$ cat config.mk
export PLATFORM = sky130hd
export DESIGN_NAME = mem_access_unit
export DESIGN_NICKNAME = d
export VERILOG_FILES = /design/src/rtl/mem_access_unit.sv
export SDC_FILE = /design/constraint.sdc
export NUM_CORES = 1
export LEC_CHECK = 0
export BUFFER_PORTS_ARGS = -buffer_cell sky130_fd_sc_hd__buf_2
export CAP_MARGIN = 10
export CORE_MARGIN = 3
export CORE_UTILIZATION = 45
export DETAILED_ROUTE_END_ITERATION = 7
export PLACE_DENSITY = 0.87
export RECOVER_POWER = 100
export SYNTH_ARGS = -nofsm -noshare
export SYNTH_HDL_FRONTEND = slang
export SYNTH_SLANG_ARGS = --single-unit
$ cat constraint.sdc
create_clock -name clk -period 2.3 [get_ports clk]
set_clock_uncertainty 0.15 [all_clocks]
set_input_delay 0 -clock clk [delete_from_list [all_inputs] [get_ports clk]]
set_output_delay 0 -clock clk [all_outputs]
set_load 0.01 [all_outputs]
$ cat src/rtl/mem_access_unit.sv
// MEM-stage data-memory access controller: alignment/limit checks, req/ack bus
// handshake with timeout, byte-lane steering for stores and load extension.
module mem_access_unit #(
  parameter int unsigned TIMEOUT    = 15,
  parameter logic [31:0] ADDR_LIMIT = 32'h0000_7F2C
) (
  input  logic        clk,
  input  logic        reset,
  input  logic        Req,
  input  logic        valid_in,
  input  logic [3:0]  mem_op,
  input  logic [31:0] addr,
  input  logic [31:0] wdata,
  output logic        bus_req,
  output logic        bus_we,
  output logic [31:0] bus_addr,
  output logic [3:0]  bus_byteen,
  output logic [31:0] bus_wdata,
  input  logic        bus_ack,
  input  logic [31:0] bus_rdata,
  output logic [31:0] rdata_out,
  output logic        done,
  output logic        stall,
  output logic        exc_adel,
  output logic        exc_ades,
  output logic        exc_bus
);

  typedef enum logic [1:0] {S_IDLE, S_WAIT, S_DONE} state_t;

  localparam logic [3:0] OP_LW = 4'd1, OP_LH = 4'd2, OP_LHU = 4'd3, OP_LB = 4'd4,
                         OP_LBU = 4'd5, OP_SW = 4'd6, OP_SH = 4'd7, OP_SB = 4'd8;

  state_t      state, state_nxt;
  logic [7:0]  cnt;
  logic [3:0]  op_q;
  logic [1:0]  lo_q;

  logic        is_load, is_store, act, mis, bad, start, timeout, load_q;
  logic [3:0]  be_nxt;
  logic [31:0] wd_nxt, ext, half, byte_w;
  logic [7:0]  lane_b;
  logic [15:0] lane_h;

  assign is_load  = (mem_op >= OP_LW) && (mem_op <= OP_LBU);
  assign is_store = (mem_op >= OP_SW) && (mem_op <= OP_SB);
  assign act      = valid_in & (is_load | is_store);
  assign bad      = mis | (addr >= ADDR_LIMIT);
  assign start    = (state == S_IDLE) & act & ~bad & ~Req;
  assign timeout  = ~bus_ack & (cnt == 8'(TIMEOUT - 1));
  assign load_q   = (op_q >= OP_LW) && (op_q <= OP_LBU);

  always_comb begin
    mis    = 1'b0;
    be_nxt = 4'b0000;
    wd_nxt = '0;
    case (mem_op)
      OP_LW:         mis = (addr[1:0] != 2'b00);
      OP_LH, OP_LHU: mis = addr[0];
      OP_SW: begin
        mis    = (addr[1:0] != 2'b00);
        be_nxt = 4'b1111;
        wd_nxt = wdata;
      end
      OP_SH: begin
        mis    = addr[0];
        be_nxt = addr[1] ? 4'b1100 : 4'b0011;
        wd_nxt = {2{wdata[15:0]}};
      end
      OP_SB: begin
        be_nxt = 4'b0001 << addr[1:0];
        wd_nxt = {4{wdata[7:0]}};
      end
      default: ;
    endcase
  end

  // Load lane selection uses the address latched at request time, not the live addr.
  always_comb begin
    lane_h = lo_q[1] ? bus_rdata[31:16] : bus_rdata[15:0];
    case (lo_q)
      2'd0:    lane_b = bus_rdata[7:0];
      2'd1:    lane_b = bus_rdata[15:8];
      2'd2:    lane_b = bus_rdata[23:16];
      default: lane_b = bus_rdata[31:24];
    endcase
    half   = {16'h0000, lane_h};
    byte_w = {24'h000000, lane_b};
    case (op_q)
      OP_LW:   ext = bus_rdata;
      OP_LH:   ext = {{16{lane_h[15]}}, lane_h};
      OP_LHU:  ext = half;
      OP_LB:   ext = {{24{lane_b[7]}}, lane_b};
      OP_LBU:  ext = byte_w;
      default: ext = '0;
    endcase
  end

  always_ff @(posedge clk) begin
    if (reset) state <= S_IDLE;
    else       state <= state_nxt;
  end

  always_comb begin
    state_nxt = state;
    stall     = 1'b0;
    done      = 1'b0;
    exc_adel  = 1'b0;
    exc_ades  = 1'b0;
    case (state)
      S_IDLE: begin
        stall    = act & ~bad;
        exc_adel = act & is_load & bad;
        exc_ades = act & is_store & bad;
        if (start) state_nxt = S_WAIT;
      end
      S_WAIT: begin
        stall = 1'b1;
        if (Req)          state_nxt = S_IDLE;
        else if (bus_ack) state_nxt = S_DONE;
        else if (timeout) state_nxt = S_IDLE;
      end
      S_DONE: begin
        done      = 1'b1;
        state_nxt = S_IDLE;
      end
      default: state_nxt = S_IDLE;
    endcase
  end

  always_ff @(posedge clk) begin
    if (reset) begin
      bus_req    <= 1'b0;
      bus_we     <= 1'b0;
      bus_addr   <= '0;
      bus_byteen <= '0;
      bus_wdata  <= '0;
      rdata_out  <= '0;
      exc_bus    <= 1'b0;
      cnt        <= '0;
      op_q       <= '0;
      lo_q       <= '0;
    end else begin
      exc_bus <= 1'b0;
      case (state)
        S_IDLE: begin
          if (start) begin
            bus_req    <= 1'b1;
            bus_we     <= is_store;
            bus_addr   <= {addr[31:2], 2'b00};
            bus_byteen <= be_nxt;
            bus_wdata  <= wd_nxt;
            op_q       <= mem_op;
            lo_q       <= addr[1:0];
            cnt        <= '0;
          end
        end
        S_WAIT: begin
          cnt <= cnt + 8'd1;
          // Flush outranks a same-cycle ack, which outranks the timeout.
          if (Req) begin
            bus_req <= 1'b0;
          end else if (bus_ack) begin
            bus_req <= 1'b0;
            if (load_q) rdata_out <= ext;
          end else if (timeout) begin
            bus_req <= 1'b0;
            exc_bus <= 1'b1;
          end
        end
        default: ;
      endcase
    end
  end

endmodule

# == Word level (Yosys, flattened, before mapping) ==
# Index checks and enable logic that the tools add are counted.
# totals
out_inout_bits,107
word_cells,93
regBits,117
inputBits,105
# classes
reduce_logical,15
eq_ne,18
magnitude_cmp,7
n_bitwise,16
n_addsub,1
shift,1
mux,24
# op_table
op,n
$pmux 32 s5,1
$pmux 32 s3,1
$ge 32x15->1 const B,1
$pmux 8 s3,1
$eq 4x2->1 const B,4
$eq 4x3->1 const B,4
$mux 16,1
$pmux 8 s2,1
$pmux 4 s3,1
$and 1x1->1,10
$add 8x1->8 const B,1
$eq 4x1->1 const B,2
$eq 8x4->1 const B,1
$ge 4x1->1 const B,2
$le 4x3->1 const B,2
$mux 1,8
$mux 2,4
$mux 8,1
$pmux 1 s2,3
$reduce_and 2->1,3
$eq 2x1->1 const B,2
$eq 2x2->1 const B,2
$eq 4x4->1 const B,1
$ge 4x3->1 const B,1
other kinds (16),24

# == Longest topological paths before layout ==
# logic_depth
ltp_word,9
mapped_depth,8

# == Least setup slack after synthesis ==
# Ideal clock, no wire load.
# synth_timing
path_type,register to register
start,register state[0]
end,register rdata_out[22]
setup_slack_ns,0.361
synth_period_minus_slack_ns,1.939
t_arrival_ns,1.654
required_time_ns,2.016
path_stages_with_launch,6
path_buffers,1
cell_sequence,dfxtp_1 -> or3b_1 -> nor4b_4 -> o21a_1 -> buf_2 -> a211oi_1
# synth_between
elab_chain_cells,2
# synth_lines
item,line,rtl
start: declaration,34,"state_t state, state_nxt;"
start signal: assignment,101,else state <= state_nxt;
$eq 2x1->1,145,case (state)
$reduce_and 4->1 (no source line),--,
end signal: assignment,165,if (load_q) rdata_out <= ext;
end: declaration,21,"output logic [31:0] rdata_out,"
# Every way passes these cells.
# A chain may end at the register's enable or synchronous reset.

# == Worst setup path in the final report ==
# layout_timing
start,input addr[20]
end,output exc_ades
# layout_between
elab_chain_cells,4
# layout_lines
item,line,rtl
start: declaration,12,"input logic [31:0] addr,"
$ge 32x15->1,48,assign bad = mis | (addr >= ADDR_LIMIT);
$or 1x1->1,48,
$and 1x1->1,114,exc_ades = act & is_store & bad;
$mux 1,110,case (state)
end: declaration,25,"output logic exc_ades,"
# Every way passes these cells.

==> run summary <==
status - finished, final reports clean
crit path cell chain - dlygate4sd3_1 > buf_2 > or3_1 > nor3_4 > buf_4 > nand2_1 > and3b_1 > buf_2
Gate Count Post-Synth - 537
WP depth - 8
met1 usage - 0.346
Synthesis Warnings - 0
Net count, final - 940
cts bufs inserted - 17
Seq/Total Area, Yosys - 0.443
max incr delay on CP - 0.54 ns
endpoint class of the critical path - output port
f_max - 440 MHz
gr busiest metal - met2
CP delay by family, top - simple AND/OR/NAND/NOR gates
# clock sinks - 117
Lkg Pwr - 2.94 nW
DRC viols - 0
Row Count - 38
met2 Usage GRT - 0.520
Post-synth top cells - dfxtp_1 (117), nor2_1 (45), nand2b_1 (37), nand2_1 (29), a211oi_1 (28)
first-pass GRT wire length - 31800 um
H-tree Lvls - 4
CP startpoint - addr[20]
GR Util met3 - 0.0840
critical path required time - 2.15 ns
I/O Pins - 212
Synth top area share - 0.443
Power Density - 660 nW/um^2
CP max FO - 5
critical path's most frequent cell - buf_2
initial core utilization - 0.473
Clock Latency Late Sink - 0.41 ns
Final Setup Violations - 0
cells on worst reg2reg path - 7
WP data arrival - 2.12 ns
Post-Syn Area per Cell - 9.85 sq um
post-synth cell types - 56
clock tree buffer depth - 2
core area - 11200 sq um
final wirelength - 20600 um
CP endpoint - exc_ades
clk slew on worst S/H paths - 0.06 ns
Final Max Slew Viols - 0
reg2reg start - state[0]
Max-Cap Viols - 0
final hold vios - 0
largest area contributor in the netlist - dfxtp_1
CP Class - in -> out
Final TNS setup - 0 ns
Area Growth Syn to Fin - 49.0%
die area - 13100 sq um
worst-margin pin slew - 0.543 ns
root buffer cell - clkbuf_16
layout cells sized above 1 - 0.223
EDFF count, synth - 0
main flop type after synthesis - dfxtp_1
Overflow after GRT - 0
#FFs+latches synth - 117
min Tclk post-route - 2.27 ns
Critical-path top delay cell - dlygate4sd3_1
fin crit share - 0.989
Die Height - 114 um
Total GRT Usage - 0.308
routed via count - 5948
DR vias/cell - 6.02
CP Buf/Inv Count - 4
die width - 114 um
Synth area leaders - dfxtp_1 (44%), mux2i_1 (5.1%), nand2b_1 (4.4%)
Hold Slack - 0.0801 ns
DRT iter0 DRCs - 731
Syn Std Cell Area - 5290 sq um
startpoint types - input port
port bufs - 209
max_slew headroom - 0.636
RePlAce Congestion - 0.903
largest net degree at the start of global routing - 56
DP HPWL - 11100 um
Reg2Reg Setup Slack - 0.11 ns
Initial DRT Pass Iterations - 6
maximum vdd drop - 0.494 mV
path category of the worst min-delay check - in -> reg
WL per Instance - 20.8 um
fin area - 7880 sq um
placed cell area - 6440 sq um
Crit Reg-Reg Endpoint - bus_wdata[2]
dominant cell by count in the synthesized netlist - dfxtp_1
Placed Cells - 860
Final Util - 0.705
initial antenna violation count - 1
CTS tree - done
Async S/R FF share, synth - 0
final non-filler cell total - 988
DRT antenna net count - 0
number of global-route vias before repair - 6028
[registers in the layout, summed over array words and instances (netlist names), 2 cells and up]
| signal | cells |
|---|---|
| rdata_out | 32 |
| bus_byteen | 4 |
| bus_wdata | 32 |
| op_q | 4 |
| state | 2 |
| cnt | 8 |
| lo_q | 2 |
| bus_addr | 30 |
[worst reg2reg max path: stages, from the launching register on]
cell     delay, ns
dfxtp_1       0.36
nor3b_2       0.30
nand3_1       0.18
nor2_2        0.31
buf_4         0.21
and4_1        0.25
buf_12        0.17
a22o_1        0.19
[timing repair]
item / in CTS / in global routing
resized for setup: 0 / 10
buffers inserted: 0 / 3
hold buffers: 91 / 0
setup endpoints to repair: 0 / 75
endpoints found under the hold margin: 91 / 0
[per-layer routing]
layer,vias to the layer above,part of all wire
li1,2599,-
met1,2725,0.36
met2,503,0.48
met3,121,0.099
met4,0,0.061
met5,-,0
[cells by family (layout without fill, tap and decap cells)]
logic type / after synthesis / after routing / share of synthesized area
buffers and inverters: 48 / 356 / 0.0516
flip-flops: 117 / 117 / 0.443
AND/OR/NAND/NOR: 201 / 201 / 0.218
adder cells (fa/ha/maj): 2 / 2 / 0.00473
AO/OA/AOI/OAI: 133 / 133 / 0.197
other: 1 / 4 / 0.000709
multiplexers: 35 / 35 / 0.0852
[placed cells by master, fill, tap and decap left out, types with 3 or more instances in the layout]
| cell | netlist | routed |
|---|---|---|
| buf_12 | 0 | 3 |
| dlygate4sd3_1 | 0 | 91 |
| a22oi_1 | 16 | 16 |
| nor2b_1 | 6 | 6 |
| and2_1 | 19 | 19 |
| nand3b_1 | 6 | 6 |
| buf_2 | 9 | 107 |
| a211oi_1 | 28 | 27 |
| nor3_1 | 12 | 12 |
| a221oi_1 | 8 | 8 |
| clkinvlp_4 | 0 | 5 |
| mux4_2 | 8 | 8 |
| nand4_1 | 5 | 5 |
| nor4_1 | 7 | 6 |
| inv_6 | 0 | 4 |
| and3_1 | 3 | 3 |
| buf_4 | 7 | 17 |
| nor2_1 | 45 | 44 |
| a31o_2 | 3 | 3 |
| clkbuf_1 | 20 | 102 |
| o21ai_0 | 18 | 17 |
| clkbuf_16 | 0 | 17 |
| or3_1 | 4 | 4 |
| dfxtp_1 | 117 | 117 |
| nand4b_1 | 4 | 4 |
| mux2i_1 | 27 | 27 |
| nand2b_1 | 37 | 37 |
| nand3_1 | 7 | 7 |
| a22o_1 | 20 | 20 |
| a222oi_1 | 7 | 7 |
| a31oi_1 | 3 | 3 |
| nand2_1 | 29 | 28 |
| a21oi_1 | 3 | 3 |
| o2bb2ai_1 | 16 | 16 |
[worst min-delay path by stage]
stage                    from             to  slack (ns)  cells after the start
floorplan             bus_ack        exc_bus       -0.07                      1
global placement      bus_ack        exc_bus        0.11                      2
detailed placement    bus_ack        exc_bus        0.11                      2
CTS                 wdata[26]  bus_wdata[26]       0.004                      4
global route        wdata[26]  bus_wdata[26]        0.05                      4
finish                  reset       state[0]        0.08                      3
[stage by stage]
step | power [W] | worst slack [ns]
floorplan | 0.00221 | 0.361
global placement | 0.00236 | 0.197
detailed placement | 0.00236 | 0.0778
CTS | 0.00515 | 0.0238
global route | 0.00533 | -0.0451
finish | 0.00520 | 0.0258
[layout make-up]
class	instances	area [sq um]
Fill cell	753	3290
Multi-Input combinational cell	373	2710
Sequential cell	117	2340
Timing Repair Buffer	322	2040
Clock buffer	19	453
Tap cell	140	175
Clock inverter	13	146
Inverter	2	7.51
Antenna cell	2	5.00
[where the power goes]
group            switching, W  internal [W]  total, W
logic                0.000218      0.000229  0.000447
clock network         0.00106       0.00167   0.00272
registers      0.000000000474       0.00203   0.00203
total                 0.00128       0.00392   0.00520
(Power assumes the default switching activity.)
